===== config.mk =====
export PLATFORM = sky130hd
export DESIGN_NAME = alu_issue_ctrl
export DESIGN_NICKNAME = d
export VERILOG_FILES = /design/src/rtl/alu_issue_ctrl.sv
export SDC_FILE = /design/constraint.sdc
export NUM_CORES = 1
export LEC_CHECK = 0
export ABC_AREA = 1
export CORE_UTILIZATION = 29
export DETAILED_ROUTE_END_ITERATION = 16
export DONT_BUFFER_PORTS = 1
export HOLD_SLACK_MARGIN = 0.15
export PLACE_DENSITY = 0.47
export SLEW_MARGIN = 20
export SYNTH_ARGS = -nofsm -noshare
export SYNTH_HDL_FRONTEND = slang
export SYNTH_SLANG_ARGS = --single-unit
export TNS_END_PERCENT = 5

===== constraint.sdc =====
create_clock -name clk -period 12.58 [get_ports clk]
set_clock_uncertainty 0.05 [all_clocks]
set_input_delay 0.629 -clock clk [delete_from_list [all_inputs] [get_ports clk]]
set_output_delay 0.629 -clock clk [all_outputs]
set_load 0.02 [all_outputs]

===== src/rtl/alu_issue_ctrl.sv =====
// alu_issue_ctrl: four-state issue sequencer (IDLE/DECODE/EXEC/WB) for a
// small RV32I subset. It latches one instruction, reads the register file,
// drives the ALU, then emits either a register write-back or a branch
// decision. Unsupported words produce a single-cycle illegal pulse.
module alu_issue_ctrl (
  input  logic        clk,
  input  logic        rst,
  input  logic        instr_valid,
  output logic        instr_ready,
  input  logic [31:0] instr,
  input  logic [31:0] pc,
  output logic [4:0]  rs1_addr,
  output logic [4:0]  rs2_addr,
  input  logic [31:0] rs1_data,
  input  logic [31:0] rs2_data,
  output logic [31:0] alu_a,
  output logic [31:0] alu_b,
  output logic [3:0]  alu_op,
  input  logic [31:0] alu_result,
  input  logic        alu_zero,
  output logic        rd_we,
  output logic [4:0]  rd_addr,
  output logic [31:0] rd_wdata,
  output logic        br_valid,
  output logic        br_taken,
  output logic [31:0] br_target,
  output logic        illegal
);

  localparam logic [1:0] IDLE   = 2'd0;
  localparam logic [1:0] DECODE = 2'd1;
  localparam logic [1:0] EXEC   = 2'd2;
  localparam logic [1:0] WB     = 2'd3;

  localparam logic [3:0] OP_ADD = 4'b0000;
  localparam logic [3:0] OP_SUB = 4'b0001;
  localparam logic [3:0] OP_AND = 4'b0010;
  localparam logic [3:0] OP_OR  = 4'b0011;

  localparam logic [6:0] OPC_R  = 7'b0110011;
  localparam logic [6:0] OPC_I  = 7'b0010011;
  localparam logic [6:0] OPC_B  = 7'b1100011;

  localparam logic [6:0] F7_BASE = 7'b0000000;
  localparam logic [6:0] F7_ALT  = 7'b0100000;

  // Decoded view of the latched instruction word.
  typedef struct packed {
    logic       legal;
    logic       is_br;
    logic       is_bne;
    logic       use_imm;
    logic [3:0] op;
  } dec_t;

  logic [1:0]  state, state_nxt;
  logic [31:0] instr_q, pc_q;
  logic        is_br_q, is_bne_q;
  logic [4:0]  rd_q;
  dec_t        dec;

  logic [6:0]  opc;
  logic [2:0]  f3;
  logic [6:0]  f7;
  logic [31:0] imm_i, imm_b, br_sum;
  logic        accept;

  assign opc = instr_q[6:0];
  assign f3  = instr_q[14:12];
  assign f7  = instr_q[31:25];

  assign instr_ready = (state == IDLE);
  assign accept      = instr_valid & instr_ready;

  // Register file addresses come straight from the latched word.
  assign rs1_addr = instr_q[19:15];
  assign rs2_addr = instr_q[24:20];

  assign imm_i  = {{20{instr_q[31]}}, instr_q[31:20]};
  assign imm_b  = {{19{instr_q[31]}}, instr_q[31], instr_q[7],
                   instr_q[30:25], instr_q[11:8], 1'b0};
  // Branch target has its own adder so the ALU stays free for the compare.
  assign br_sum = pc_q + imm_b;

  // Decode the supported subset; everything else stays illegal.
  always_comb begin
    dec    = '0;
    dec.op = OP_ADD;
    case (opc)
      OPC_R: begin
        if (f7 == F7_BASE) begin
          case (f3)
            3'b000:  begin dec.legal = 1'b1; dec.op = OP_ADD; end
            3'b111:  begin dec.legal = 1'b1; dec.op = OP_AND; end
            3'b110:  begin dec.legal = 1'b1; dec.op = OP_OR;  end
            default: dec.legal = 1'b0;
          endcase
        end else if (f7 == F7_ALT && f3 == 3'b000) begin
          dec.legal = 1'b1;
          dec.op    = OP_SUB;
        end
      end
      OPC_I: begin
        dec.use_imm = 1'b1;
        case (f3)
          3'b000:  begin dec.legal = 1'b1; dec.op = OP_ADD; end
          3'b111:  begin dec.legal = 1'b1; dec.op = OP_AND; end
          3'b110:  begin dec.legal = 1'b1; dec.op = OP_OR;  end
          default: dec.legal = 1'b0;
        endcase
      end
      OPC_B: begin
        if (f3 == 3'b000 || f3 == 3'b001) begin
          dec.legal  = 1'b1;
          dec.is_br  = 1'b1;
          dec.is_bne = f3[0];
          dec.op     = OP_SUB;
        end
      end
      default: dec = '0;
    endcase
  end

  // Next-state logic: illegal words skip straight back to IDLE from DECODE.
  always_comb begin
    state_nxt = state;
    case (state)
      IDLE:    if (accept) state_nxt = DECODE;
      DECODE:  state_nxt = dec.legal ? EXEC : IDLE;
      EXEC:    state_nxt = WB;
      WB:      state_nxt = IDLE;
      default: state_nxt = IDLE;
    endcase
  end

  // State register.
  always_ff @(posedge clk or posedge rst) begin
    if (rst) state <= IDLE;
    else     state <= state_nxt;
  end

  // Capture the instruction word and its pc on handshake.
  always_ff @(posedge clk or posedge rst) begin
    if (rst) begin
      instr_q <= '0;
      pc_q    <= '0;
    end else if (accept) begin
      instr_q <= instr;
      pc_q    <= pc;
    end
  end

  // End of DECODE: register ALU operands, opcode, class and destination.
  // Operands are left untouched on an illegal word.
  always_ff @(posedge clk or posedge rst) begin
    if (rst) begin
      alu_a    <= '0;
      alu_b    <= '0;
      alu_op   <= '0;
      is_br_q  <= 1'b0;
      is_bne_q <= 1'b0;
      rd_q     <= '0;
    end else if (state == DECODE && dec.legal) begin
      alu_a    <= rs1_data;
      alu_b    <= dec.use_imm ? imm_i : rs2_data;
      alu_op   <= dec.op;
      is_br_q  <= dec.is_br;
      is_bne_q <= dec.is_bne;
      rd_q     <= instr_q[11:7];
    end
  end

  // Illegal pulse lands in the cycle where the block is back in IDLE.
  always_ff @(posedge clk or posedge rst) begin
    if (rst) illegal <= 1'b0;
    else     illegal <= (state == DECODE) && !dec.legal;
  end

  // End of EXEC: capture ALU outcome into the write-back / branch outputs,
  // which are then presented during WB and held afterwards.
  always_ff @(posedge clk or posedge rst) begin
    if (rst) begin
      rd_we     <= 1'b0;
      rd_addr   <= '0;
      rd_wdata  <= '0;
      br_valid  <= 1'b0;
      br_taken  <= 1'b0;
      br_target <= '0;
    end else begin
      rd_we    <= (state == EXEC) && !is_br_q && (rd_q != 5'd0);
      br_valid <= (state == EXEC) && is_br_q;
      if (state == EXEC && !is_br_q) begin
        rd_addr  <= rd_q;
        rd_wdata <= alu_result;
      end
      if (state == EXEC && is_br_q) begin
        br_taken  <= alu_zero ^ is_bne_q;
        br_target <= br_sum;
      end
    end
  end

  // At most one completion pulse per cycle, and never a write to x0.
  a_pulse_onehot: assert property (@(posedge clk) disable iff (rst)
    $onehot0({rd_we, br_valid, illegal}));
  a_no_x0_write: assert property (@(posedge clk) disable iff (rst)
    rd_we |-> (rd_addr != 5'd0));

endmodule

==> qor.json <==
{
  "status": {"value": "finished, final reports clean"},
  "synthAdderAreaFrac": {"value": 3.67, "unit": "%"},
  "post_cts.resized_instances": {"value": 0},
  "vias_in_the_first_global_route": {"value": 8940},
  "firstDrtPassIters": {"value": 4},
  "synth-compound-area-share": {"value": 3.09, "unit": "%"},
  "regToRegEndpoint": {"value": "alu_b[1]"},
  "numPortBuffers": {"value": 0},
  "max-cap-violations": {"value": 0},
  "worstPathRequired": {"value": 12.96, "unit": "ns"},
  "cts_root_buffer": {"value": "sky130_fd_sc_hd__clkbuf_16"},
  "chipWidth": {"value": 195, "unit": "um"},
  "timing.final.crit_share": {"value": 26.3, "unit": "%"},
  "synth.avg_cell_area": {"value": 7.98, "unit": "um^2"},
  "layout-drive-gt1-share": {"value": 8.92, "unit": "%"},
  "r2r_start": {"value": "instr_q[3]"},
  "vdd.ir_drop.worst": {"value": 0.0958, "unit": "mV"},
  "seqCellArea": {"value": 5310, "unit": "um^2"},
  "grt_resource_usage_total": {"value": 17.3, "unit": "%"},
  "yosys.area.top_type": {"value": "sky130_fd_sc_hd__dfrtp_1"},
  "leakage": {"value": 6.43, "unit": "nW"},
  "die-area": {"value": 37900, "unit": "um^2"},
  "total_area_of_multi_input_combinational_cells": {"value": 4700, "unit": "um^2"},
  "final_wtd_congestion": {"value": 0.842},
  "row_count": {"value": 70},
  "crit_type": {"value": "reg -> reg"},
  "totalWireLength": {"value": 33.0, "unit": "mm"},
  "first_pass_grt_wire_length": {"value": 51.3, "unit": "mm"},
  "synthesis.area": {"value": 10800, "unit": "um^2"},
  "fmaxAchievable": {"value": 302, "unit": "MHz"},
  "cts_max_path_buffers": {"value": 3},
  "cts_setup_buffers": {"value": 0},
  "tritoncts_num_sinks": {"value": 212},
  "largest_net_degree_at_the_start_of_global_routing": {"value": 81},
  "antenna_violating_nets_post_route": {"value": 0},
  "place_hpwl": {"value": 23.8, "unit": "mm"},
  "placeableCoreArea": {"value": 36600, "unit": "um^2"},
  "r2r_slack": {"value": 9.27, "unit": "ns"},
  "synth.area.top_cells": {"value": "sky130_fd_sc_hd__dfrtp_1, sky130_fd_sc_hd__nand2_1, sky130_fd_sc_hd__nand3_1"},
  "globalRouteOverflowTotal": {"value": 0},
  "max_slew_margin_vs_limit": {"value": 38.2, "unit": "%"},
  "start_util": {"value": 29.4, "unit": "%"},
  "clk_transition_reported_paths": {"value": 0.06, "unit": "ns"},
  "slew_of_the_pin_with_the_lowest_slew_margin": {"value": 0.927, "unit": "ns"},
  "cts_tree": {"value": "done"},
  "timing.critical_path.to_type": {"value": "register"},
  "pin_count": {"value": 316},
  "dp_slack": {"value": 9.26, "unit": "ns"},
  "timing.final.ws_setup": {"value": 9.27, "unit": "ns"},
  "timing.final.hold_violations": {"value": 0},
  "cp_data_arrival_time": {"value": 3.69, "unit": "ns"},
  "detail_route.drc_violations": {"value": 0},
  "maxSlewViolCount": {"value": 0},
  "whs_path_depth": {"value": 2},
  "worstHoldEndpoint": {"value": "alu_a[24]"},
  "synth_warn": {"value": 0},
  "netlist-cell-type-count": {"value": 31},
  "antenna_violations_before_repair": {"value": 3},
  "yosys.area.top_type_share": {"value": 49.2, "unit": "%"},
  "area.growth.synth_to_final": {"value": 18.8, "unit": "%"},
  "worst_hold_path_type": {"value": "in -> reg"},
  "dieHeight": {"value": 195, "unit": "um"},
  "detailedRoute.firstIterationViolations": {"value": 361},
  "sequential_share_of_the_synthesized_area": {"value": 49.2, "unit": "%"},
  "worst_hold_startpoint": {"value": "rs1_data[24]"},
  "synth_xor_xnor_area_share": {"value": 1.30, "unit": "%"},
  "number_of_clock_buffers_inserted_by_tritoncts": {"value": 25},
  "post_drt_via_cell_ratio": {"value": 4.64},
  "fin_nets": {"value": 1600},
  "pwr_density_cell": {"value": 178, "unit": "nW/um^2"},
  "worstSkewPairLatency": {"value": 0.55, "unit": "ns"},
  "cts-htree-levels": {"value": 1},
  "tns": {"value": 0, "unit": "ns"},
  "timing.critical_path.fanout_max": {"value": 73},
  "dominant_combinational_cell_family_by_area_after_synthesis": {"value": "simple AND/OR/NAND/NOR gates"},
  "finalWorstPathRequiredPeriod": {"value": 3.31, "unit": "ns"},
  "muxShareOfSynthArea": {"value": 5.64, "unit": "%"},
  "grt_setup_unrepaired": {"value": "false"},
  "depth_of_the_worst_register_to_register_path": {"value": 11},
  "synth-simple-area-share": {"value": 29.5, "unit": "%"},
  "ctsHoldBuffers": {"value": 81},
  "ys_seq_elements": {"value": 212},
  "critPathLaunchType": {"value": "register"},
  "vias": {"value": 8786},
  "setup-violations-final": {"value": 0},
  "filler_cell_count": {"value": 3825},
  "syn_inst": {"value": 1351},
  "route.detailed.wl_per_inst": {"value": 17.4, "unit": "um"}
}
-- cell usage after synthesis --
cell type	number
sky130_fd_sc_hd__a211oi_2	1
sky130_fd_sc_hd__a21o_1	1
sky130_fd_sc_hd__a21oi_1	31
sky130_fd_sc_hd__buf_1	1
sky130_fd_sc_hd__buf_2	16
sky130_fd_sc_hd__buf_4	12
sky130_fd_sc_hd__buf_6	7
sky130_fd_sc_hd__clkbuf_1	26
sky130_fd_sc_hd__clkinv_1	1
sky130_fd_sc_hd__conb_1	1
sky130_fd_sc_hd__dfrtp_1	212
sky130_fd_sc_hd__fa_1	1
sky130_fd_sc_hd__ha_1	30
sky130_fd_sc_hd__inv_1	110
sky130_fd_sc_hd__inv_2	12
sky130_fd_sc_hd__mux2_2	54
sky130_fd_sc_hd__nand2_1	594
sky130_fd_sc_hd__nand2_4	1
sky130_fd_sc_hd__nand3_1	123
sky130_fd_sc_hd__nand3_2	1
sky130_fd_sc_hd__nand3b_1	4
sky130_fd_sc_hd__nand4_1	4
sky130_fd_sc_hd__nor2_1	55
sky130_fd_sc_hd__nor2_4	1
sky130_fd_sc_hd__nor3_1	6
sky130_fd_sc_hd__nor3_2	1
sky130_fd_sc_hd__o21ai_0	25
sky130_fd_sc_hd__o21ai_2	1
sky130_fd_sc_hd__o21bai_1	2
sky130_fd_sc_hd__o41ai_1	1
sky130_fd_sc_hd__xnor2_1	16
-- critical path: stages, from the launching register on --
cell	delay, ns
sky130_fd_sc_hd__dfrtp_1	0.37
sky130_fd_sc_hd__nor2_1	0.13
sky130_fd_sc_hd__nand3_2	0.12
sky130_fd_sc_hd__nor2_4	0.26
sky130_fd_sc_hd__inv_2	0.32
sky130_fd_sc_hd__o21ai_2	0.23
sky130_fd_sc_hd__inv_2	0.06
sky130_fd_sc_hd__nand2_4	0.56
sky130_fd_sc_hd__nand2_2	0.37
sky130_fd_sc_hd__buf_4	0.43
sky130_fd_sc_hd__nand2_1	0.15
sky130_fd_sc_hd__nand2_1	0.05
-- logic make-up (layout without fill, tap and decap cells) --
| group | Yosys count | count (layout) |
|---|---|---|
| AND/OR/NAND/NOR | 790 | 790 |
| flip-flops | 212 | 212 |
| buffers and inverters | 185 | 257 |
| AO/OA/AOI/OAI | 62 | 62 |
| multiplexers | 54 | 54 |
| adder cells (fa/ha/maj) | 31 | 31 |
| XOR/XNOR | 16 | 16 |
| other | 1 | 4 |
-- how the worst max path moves through the flow --
stage           startpoint        end  slack (ns)  cells past startpoint
3_5_place_dp    instr_q[3]  alu_b[14]        9.26                     11
6_report        instr_q[3]   alu_b[1]        9.27                     11
5_1_grt        instr_q[31]  alu_a[21]        8.87                     10
3_3_place_gp    instr_q[3]    rd_q[0]        9.31                     11
2_1_floorplan          rst  async pin        6.11                      1
4_1_cts        instr_q[31]  alu_b[14]        9.24                     10
-- cell usage in the layout (no fill, tap or decap), drive strengths merged, types with 7 or more instances in the layout --
cell / netlist / routed
a21oi: 31 / 31
clkbuf: 26 / 40
dfrtp: 212 / 212
dlygate4sd3: 0 / 82
ha: 30 / 30
inv: 122 / 123
mux2: 54 / 54
nand2: 595 / 595
nand3: 124 / 124
nor2: 56 / 56
nor3: 7 / 7
o21ai: 26 / 26
xnor2: 16 / 16
-- cell type report --
type / instances / area share [%]
flip-flops and latches: 212 / 41.4
repair buffers: 88 / 6.76
clock inverters: 6 / 0.547
diodes: 2 / 0.0391
well taps: 468 / 4.57
clock buffers: 40 / 6.27
inverters: 123 / 3.67
multi-input cells: 955 / 36.7
-- per-layer routing --
layer / track usage [%] / wire length, um / up-vias
met5: 0 / 15 / -
met2: 30.4 / 16200 / 252
met4: 4.17 / 670 / 2
li1: - / - / 4346
met1: 20.4 / 13600 / 4145
met3: 5.26 / 2500 / 41
-- flip-flops by register name, indices dropped and copies added (netlist names), named ones only --
| name | count |
|---|---|
| is_bne_q | 1 |
| br_target | 32 |
| is_br_q | 1 |
| alu_op | 2 |
| rd_addr | 5 |
| state | 1 |
| rd_q | 5 |
| alu_b | 32 |
| pc_q | 32 |
| alu_a | 32 |
| illegal | 1 |
| rd_wdata | 32 |
| instr_q | 32 |
| br_valid | 1 |
| br_taken | 1 |
| rd_we | 1 |
-- through the flow --
step	utilization [%]	hold slack, ns	cell area, um^2	power, W	instances
finish	35.0	0.184	12800	0.00228	1894
global route	35.0	0.151	12800	0.00243	1893
CTS	34.9	0.150	12800	0.00232	1891
detailed placement	30.3	0.425	11100	0.00152	1764
global placement	30.3	0.415	11100	0.00151	1764
floorplan	-	0.392	10800	0.00138	1352
-- where the power goes --
| group | switching [W] | internal [W] |
|---|---|---|
| logic | 0.000309 | 0.000196 |
| clock network | 0.000302 | 0.000457 |
| registers | 0.000218 | 0.000801 |
| total | 0.000828 | 0.00145 |
Power figures use the tool's default switching activity.
